File: src/rtl/frame_stream_transmitter.sv
// frame_stream_transmitter: reads a frame from AXI memory in line-ordered bursts and replays it as an AXI4-Stream video stream.
// Define FRAME_TX_LINE_PAD_EN to add a line_stride input for padded line pitches.
module frame_stream_transmitter #(
  parameter int DATA_WIDTH = 32,
  parameter int ADDR_WIDTH = 32,
  parameter int MAX_BURST  = 16,
  parameter int FIFO_DEPTH = 32
) (
  input  logic                  clk,
  input  logic                  rst_n,
  input  logic                  frame_ready,
  input  logic [ADDR_WIDTH-1:0] base_addr_in,
  input  logic [15:0]           frame_width,
  input  logic [15:0]           frame_height,
`ifdef FRAME_TX_LINE_PAD_EN
  input  logic [15:0]           line_stride,
`endif
  output logic                  start_read,
  output logic [ADDR_WIDTH-1:0] read_addr,
  output logic [31:0]           read_len,
  output logic [2:0]            read_size,
  output logic [1:0]            read_burst,
  input  logic                  arready,
  input  logic [DATA_WIDTH-1:0] rdata,
  input  logic                  rvalid,
  input  logic                  rlast,
  output logic                  rready,
  output logic [DATA_WIDTH-1:0] m_axis_tdata,
  output logic                  m_axis_tvalid,
  input  logic                  m_axis_tready,
  output logic                  m_axis_tlast,
  output logic                  m_axis_tuser,
  output logic                  busy
);
  localparam int AW  = $clog2(FIFO_DEPTH);
  localparam int CW  = AW + 1;
  localparam int BSH = $clog2(DATA_WIDTH / 8);

  typedef enum logic [2:0] {IDLE, REQ, WAIT_AR, DATA, DONE} state_t;
  state_t r_state, w_next;

  logic [ADDR_WIDTH-1:0] r_base, r_pend_base;
  logic [15:0] r_width, r_height, r_stride, r_line, r_col, r_beats, r_x, r_y;
  logic [15:0] r_pend_width, r_pend_height, r_pend_stride;
  logic r_pend;
  logic [DATA_WIDTH-1:0] r_mem [FIFO_DEPTH];
  logic [AW-1:0] r_wptr, r_rptr;
  logic [CW-1:0] r_count;
  logic [DATA_WIDTH-1:0] r_tdata;
  logic r_tvalid, r_tlast, r_tuser;

  logic [15:0] w_stride_in, w_rem, w_beats, w_col_nx;
  logic [31:0] w_offset;
  logic w_fr_ok, w_take_pend, w_take_new, w_credit, w_full, w_wr, w_rd;
  logic w_burst_end, w_eol, w_last_line, w_drained;

`ifdef FRAME_TX_LINE_PAD_EN
  assign w_stride_in = (line_stride < frame_width) ? frame_width : line_stride;
`else
  assign w_stride_in = frame_width;
`endif

  assign w_fr_ok     = frame_ready && (frame_width != '0) && (frame_height != '0);
  assign w_take_pend = (r_state == IDLE) && r_pend;
  assign w_take_new  = (r_state == IDLE) && !r_pend && w_fr_ok;
  assign w_rem       = r_width - r_col;
  assign w_beats     = (w_rem > 16'(MAX_BURST)) ? 16'(MAX_BURST) : w_rem;
  // Only one burst is ever outstanding, so at REQ nothing is in flight and free slots are depth minus count.
  assign w_credit    = (32'(FIFO_DEPTH) - 32'(r_count)) >= 32'(w_beats);
  assign w_offset    = 32'(r_line) * 32'(r_stride) + 32'(r_col);
  assign start_read  = (r_state == REQ) && w_credit;
  assign read_addr   = (r_state == REQ) ? r_base + ADDR_WIDTH'(w_offset << BSH) : '0;
  assign read_len    = (r_state == REQ) ? 32'(w_beats) - 32'd1 : '0;
  assign read_size   = 3'(BSH);
  assign read_burst  = 2'b01;
  assign w_full      = r_count == CW'(FIFO_DEPTH);
  assign rready      = (r_state == DATA) && !w_full;
  assign w_wr        = rvalid && rready;
  assign w_rd        = (r_count != '0) && (!r_tvalid || m_axis_tready);
  assign w_burst_end = w_wr && rlast;
  assign w_col_nx    = r_col + r_beats;
  assign w_eol       = w_col_nx == r_width;
  assign w_last_line = w_eol && (r_line == r_height - 16'd1);
  assign w_drained   = (r_count == '0) && (!r_tvalid || m_axis_tready);
  assign busy        = r_state != IDLE;

  assign m_axis_tdata  = r_tdata;
  assign m_axis_tvalid = r_tvalid;
  assign m_axis_tlast  = r_tlast;
  assign m_axis_tuser  = r_tuser;

  always_ff @(posedge clk) begin
    if (!rst_n) r_state <= IDLE;
    else r_state <= w_next;
  end

  always_comb begin
    w_next = r_state;
    case (r_state)
      IDLE:    w_next = (r_pend || w_fr_ok) ? REQ : IDLE;
      REQ:     w_next = w_credit ? WAIT_AR : REQ;
      WAIT_AR: w_next = arready ? DATA : WAIT_AR;
      DATA:    w_next = w_burst_end ? (w_last_line ? DONE : REQ) : DATA;
      DONE:    w_next = w_drained ? IDLE : DONE;
      default: w_next = IDLE;
    endcase
  end

  always_ff @(posedge clk) begin
    if (!rst_n) begin
      r_pend        <= 1'b0;
      r_pend_base   <= '0;
      r_pend_width  <= '0;
      r_pend_height <= '0;
      r_pend_stride <= '0;
      r_base        <= '0;
      r_width       <= '0;
      r_height      <= '0;
      r_stride      <= '0;
      r_line        <= '0;
      r_col         <= '0;
      r_beats       <= '0;
    end else begin
      if (w_fr_ok && (r_state != IDLE || r_pend)) begin
        r_pend        <= 1'b1;
        r_pend_base   <= base_addr_in;
        r_pend_width  <= frame_width;
        r_pend_height <= frame_height;
        r_pend_stride <= w_stride_in;
      end else if (w_take_pend) begin
        r_pend <= 1'b0;
      end
      if (w_take_pend || w_take_new) begin
        r_base   <= w_take_pend ? r_pend_base : base_addr_in;
        r_width  <= w_take_pend ? r_pend_width : frame_width;
        r_height <= w_take_pend ? r_pend_height : frame_height;
        r_stride <= w_take_pend ? r_pend_stride : w_stride_in;
        r_line   <= '0;
        r_col    <= '0;
      end
      if (start_read) r_beats <= w_beats;
      if (w_burst_end) begin
        r_col <= w_eol ? '0 : w_col_nx;
        if (w_eol) r_line <= r_line + 16'd1;
      end
    end
  end

  always_ff @(posedge clk) begin
    if (w_wr) r_mem[r_wptr] <= rdata;
  end

  // Position counters label each pixel as it enters the output register, so tuser/tlast travel with tdata.
  always_ff @(posedge clk) begin
    if (!rst_n) begin
      r_wptr   <= '0;
      r_rptr   <= '0;
      r_count  <= '0;
      r_tvalid <= 1'b0;
      r_tdata  <= '0;
      r_tlast  <= 1'b0;
      r_tuser  <= 1'b0;
      r_x      <= '0;
      r_y      <= '0;
    end else begin
      if (w_wr) r_wptr <= r_wptr + 1'b1;
      if (w_rd) r_rptr <= r_rptr + 1'b1;
      r_count <= r_count + CW'(w_wr) - CW'(w_rd);
      if (w_rd) begin
        r_tvalid <= 1'b1;
        r_tdata  <= r_mem[r_rptr];
        r_tuser  <= (r_x == '0) && (r_y == '0);
        r_tlast  <= r_x == r_width - 16'd1;
        r_x      <= (r_x == r_width - 16'd1) ? '0 : r_x + 16'd1;
        if (r_x == r_width - 16'd1) r_y <= (r_y == r_height - 16'd1) ? '0 : r_y + 16'd1;
      end else if (m_axis_tready) begin
        r_tvalid <= 1'b0;
      end
    end
  end
endmodule

File: config.mk
export PLATFORM = sky130hd
export DESIGN_NAME = frame_stream_transmitter
export DESIGN_NICKNAME = d
export VERILOG_FILES = /design/src/rtl/frame_stream_transmitter.sv
export SDC_FILE = /design/constraint.sdc
export NUM_CORES = 2
export LEC_CHECK = 0
export CAP_MARGIN = 20
export CORE_MARGIN = 2
export CORE_UTILIZATION = 38
export DETAILED_ROUTE_END_ITERATION = 16
export GPL_ROUTABILITY_DRIVEN = 0
export PLACE_DENSITY = 0.58
export SYNTH_ARGS = -nofsm -noshare
export SYNTH_HDL_FRONTEND = slang
export SYNTH_SLANG_ARGS = --single-unit
File: constraint.sdc
create_clock -name clk -period 13.3 [get_ports clk]
set_input_delay 2.66 -clock clk [delete_from_list [all_inputs] [get_ports clk]]
set_output_delay 2.66 -clock clk [all_outputs]
set_load 0.005 [all_outputs]
Yosys cells after proc, flatten, opt, wreduce, memory -nomap -nowiden. Memory sizes are Yosys's and may differ from the RTL's. A register that Yosys moved wholly into a read port is not among the register bits. Cells that the tools add are included.

Output and inout port bits: 107. Memory bits (read-only): 0. Latch bits: 0. Word-level logic and storage cells: 108. Memories kept: 1. Flip-flop bits (word level): 231. Bits of input ports: 103. RAM bits: 1024.

Memory list: r_mem (depth 32, width 32, rd ports 1, clocked after Yosys merged registers in 1, wr ports 1, RTL line 46) `logic [DATA_WIDTH-1:0] r_mem [FIFO_DEPTH];`.

Bitwise gates (word level): 0. Equality and inequality tests: 9. Add/sub/neg operators: 15. $lt $le $gt $ge: 2. Div/mod/pow operators: 0. Reduce and logical (&&, ||, !) cells: 34. Mux-type cells: 27. $mul: 1. Shift operators: 0.

Operators with widths (count): $mux 16 (11); $mux 32 (3); $eq 16x16->1 (4); $add 16x1->16 const B (3); $add 32x32->32 (1); $ge 32x16->1 (1); $logic_not 16->1 (2); $reduce_bool 16->1 (2); $sub 16x1->16 const B (2); $add 30x16->30 (1); $mul 16x16->30 (1); $sub 16x1->17 const B (1); $add 16x16->16 (1); $gt 16x5->1 const B (1); $sub 16x16->16 (1); $pmux 3 s5 (1); $logic_and 1x1->1 (14); $add 5x1->5 const B (2); $mux 3 (3); $mux 1 (8); $sub 6x6->7 const A (1); $add 6x1->6 (1); $eq 3x2->1 const B (2); $eq 6x6->1 const B (1); other kinds (12) (20).

Depth between registers and ports, before layout.
Depth in word-level cells: 8. Mapped depth: 35. Mapped depth without buffers: 32.

Worst setup path before layout. OpenSTA, ideal clock, no wires.

Path kind: register to output. Start: register r_stride[8]. End: output read_addr[31]. Data required time: 10.640 ns. Arrival time: 7.907 ns. Slack: 2.733 ns. Buffers on the path: 3. Cell stages (with the launch flop): 32. Cells stage by stage: dfxtp_1 buf_2 clkbuf_1 clkbuf_1 nand2_1 fa_1 inv_1 fa_1 inv_1 fa_1 inv_1 fa_1 fa_1 inv_1 fa_1 inv_1 ha_1 a21o_1 a21o_1 a2111oi_0 o31a_1 o31ai_1 o21a_1 nor2_1 xnor2_1 ha_1 nand4_1 a2111oi_0 o41a_1 o21ai_0 or4_1 nand2_1.

Cells in the longest elaborated chain, start to end: 4.

Ends and longest elaborated chain: start, declared (RTL line 43) `logic [15:0] r_width, r_height, r_stride, r_line, r_col, r_beats, r_x, r_y;`; start signal, assigned (RTL line 137) `r_stride <= w_take_pend ? r_pend_stride : w_stride_in;`; $mul 16x16->30 (RTL line 70) `assign w_offset = 32'(r_line) * 32'(r_stride) + 32'(r_col);`; $add 30x16->30 (RTL line 70); $add 32x32->32 (RTL line 72) `assign read_addr = (r_state == REQ) ? r_base + ADDR_WIDTH'(w_offset << BSH) : '0;`; $mux 32 (RTL line 72); end, declared (RTL line 19) `output logic [ADDR_WIDTH-1:0] read_addr,`.

No other way between the ends.

Worst setup path after layout.
Start: register r_stride[2]. End: output read_addr[31].

The elaborated chain is that of the path after synthesis.

==> results.cfg <==
[routing]
dr_pass1_iterations = 7
drt-wirelength-per-cell_um = 23.7
drc_violations = 0
total_wire_length_after_detailed_routing_um = 168000
violation_count_after_the_first_detailed_route_iteration = 3134
final_antenna_net_count = 0
num_vias = 37900
vias_per_cell = 5.35

[cells_and_area]
filler_cell_count = 15100
drive_above_1_share_pct = 14.2
nets = 5269
post-route-util_pct = 44.0
areaGrowthSynthToFinish_pct = 14.8

[worst_setup_path]
worstRegToRegCells = 19
worst_r2r_startpoint = r_stride[1]
worstPathMaxFanout = 26
worst_setup_path_start_kind = flip-flop
critical_path_start = r_stride[2]
timing.setup.critical_path_class = reg2out
setup.reg_to_reg.worst_slack_ps = 5920
r2r_end = r_beats[1]
required_time_of_the_critical_path_ps = 10640
critical_path.endpoint = read_addr[31]
arrival_ps = 9880
critical_path.endpoint_type = primary output

[cts]
post_cts_hold_buffer_count = 0
worstSkewPairLatency_ps = 770
cts.sinks = 1287
htreeDepth = 4
cts_max_path_buffers = 3
cts_root_buffer = clkbuf_16
cts_buffers = 142
ctsResizeCount = 0
cts_setup_buffers = 0
tritoncts = yes
cts.clk_slew.worst_paths_ps = 60

[sta]
grt_setup_unrepaired = no
setup_violations = 0
pin_slew_with_the_least_headroom_to_its_limit_ps = 1120
max_freq_ghz = 0.0797
finClkSkew_ps = 47.8
finalCritPeriodShare_pct = 94.3
setup_tns_ps = 0
min_period_ps = 12540
slew_violations = 0
slew_headroom_pct = 25.1
timing_hold_violations_final = 0

[placed_design]
port_buffers = 204
place.detailed.hpwl_um = 106000

[logic_synthesis]
synth-edff-count = 1024
yosysTopAreaCell = edfxtp_1
synth_top_cells_by_area = edfxtp_1 48%, mux4_2 11%, dfxtp_1 8.2%
synth_top_area_share_pct = 48.0
yosys_synthesis_warning_count = 0
ys_seq_area_share_pct = 56.2
asyncSetResetFlopFracSynth_pct = 0
synth_cell_type_count = 86
synth.ff_latch_count = 1287
syn-instance-count = 4581
syn_avg_cell_area_um2 = 14.0
netlist_area_mm2 = 0.0641
synth_flop_cell = edfxtp_1

[global_routing]
largest_net_degree_at_the_start_of_global_routing = 166
grt_first_pass_wirelength_um = 249000
grt_util_overall_pct = 19.2
initial_antenna_violation_count = 9
via_count_of_the_first_global_routing_pass = 38500
global_route.overflow_total = 0

[floorplan]
die_x_um = 415
ioPinCount = 210
core.rowCount = 150
initial_core_util_pct = 38.3
die_area_mm2 = 0.172
die_height_um = 415
floorplan.core_area_mm2 = 0.167

[power_and_ir_drop]
power.total_mw = 11.8
p_leak_nw = 25.9
ir_worst_vdd_mv = 0.163
power_density_relative_to_cell_area_mw_per_mm2 = 160

[min_path]
hold_removal_path_class = reg2reg

[outcome]
result_of_the_run = finished clean

[job]
max_cap_violations = 0
==> flip-flops by register name, indices dropped and copies added, names as in the netlist, 3 cells and up <==
signal and cells:
r_height 16, r_rptr 5, r_pend_height 16, r_state 3, r_y 16, r_pend_stride 16
r_x 16, m_axis_tdata 32, r_pend_base 32, r_wptr 5, r_stride 16, r_col 16
r_base 32, r_count 6, r_mem 1024, r_line 16, r_beats 16
==> stage by stage <==
step / std cells / setup slack (ps) / hold slack [ps] / cell area [um2]
final: 7081 / 757 / 451 / 73600
after global routing: 7080 / 246 / 468 / 73600
after CTS: 7071 / 790 / 453 / 73400
after detailed placement: 6808 / 1650 / 446 / 68800
after global placement: 6807 / 1730 / 441 / 68800
after floorplan: 4595 / 2730 / 436 / 64200
==> cell usage after synthesis (92+ instances only) <==
cell type	instances
clkbuf_1	214
fa_1	213
a211oi_1	109
xnor2_1	92
and2_1	123
inv_1	350
mux4_2	320
nor2_1	284
nand2_1	372
dfxtp_1	263
ha_1	196
mux2i_1	103
a21oi_1	143
edfxtp_1	1024
==> routing by layer <==
layer / global-route usage, % / wire [um]
met1: 24.3 / 69300
met2: 34.1 / 86400
met3: 3.11 / 8030
met4: 5.13 / 3900
met5: 0 / 86
==> cell usage in the layout (no fill, tap or decap), types with 20 or more instances in the layout <==
cell type / instances
a211oi_1: 109
xnor2_1: 92
nor3_1: 56
a21oi_1: 143
nand2b_1: 20
and2_1: 122
nand2_1: 371
a21o_1: 48
fa_1: 213
o21ai_0: 67
and3_1: 35
or3_1: 27
clkinv_1: 24
clkbuf_1: 36
clkbuf_16: 147
buf_4: 81
mux2i_1: 103
xor2_1: 75
mux4_2: 320
nor2_4: 33
clkdlybuf4s50_1: 203
nor4_1: 35
o21a_1: 24
nand4_1: 30
dfxtp_1: 258
nor2_1: 251
edfxtp_1: 1024
ha_1: 196
nand3_1: 49
inv_1: 349
==> area by class of cell <==
| class | count | area, um2 | share of cell area (%) |
|---|---|---|---|
| antenna | 1 | 2.50 | 0.00340 |
| clock buffer | 196 | 3960 | 5.38 |
| clock inverter | 67 | 637 | 0.866 |
| inverter | 352 | 1330 | 1.81 |
| multi-input combinational | 2677 | 25900 | 35.3 |
| sequential | 1287 | 36000 | 49.0 |
| tap | 2204 | 2760 | 3.75 |
| timing repair buffer | 297 | 2920 | 3.96 |
==> worst max-delay path: stages, from the launching register on <==
cell and delay [ps]:
dfxtp_1 990, nand2_1 170, fa_1 540, fa_1 470, fa_1 550, inv_1 60, fa_1 510, fa_1 500
inv_1 50, fa_1 470, inv_1 40, ha_1 340, a21o_1 180, a21o_1 170, a2111oi_0 540, o31a_1 260
o31ai_1 130, o21a_1 190, nor2_1 110, xnor2_1 90, ha_1 370, nand4_1 130, a2111oi_0 780, o41a_1 310
o21ai_0 130, or4_1 470, nand2_1 80, clkdlybuf4s50_1 490
==> power breakdown <==
group	leakage, nW	switching, mW	total [mW]	internal, mW
Combinational	12.3	1.63	3.16	1.53
Clock	2.24	1.65	3.85	2.20
Sequential	11.4	0.243	4.75	4.50
Total	25.9	3.53	11.8	8.24
==> worst min-delay path by stage <==
stage	startpoint	endpoint	slack [ps]	cells past startpoint
2_1_floorplan	r_pend_base[0]	r_pend_base[0]	440	2
3_3_place_gp	r_pend_height[12]	r_pend_height[12]	440	2
4_1_cts	r_pend_base[8]	r_pend_base[8]	450	2
3_5_place_dp	r_pend_base[13]	r_pend_base[13]	450	2
6_report	r_pend_stride[15]	r_pend_stride[15]	450	2
5_1_grt	r_pend_stride[3]	r_pend_stride[3]	470	2
==> cells by family after synthesis <==
| group | Yosys count | synth area share (%) |
|---|---|---|
| flip-flops | 1287 | 56.2 |
| AND/OR/NAND/NOR | 1117 | 8.35 |
| buffers and inverters | 631 | 3.83 |
| AO/OA/AOI/OAI | 530 | 5.52 |
| multiplexers | 425 | 12.9 |
| adder cells (fa/ha/maj) | 409 | 10.5 |
| XOR/XNOR | 180 | 2.74 |
| other | 2 | 0.0117 |
Power figures use the tool's default switching activity.
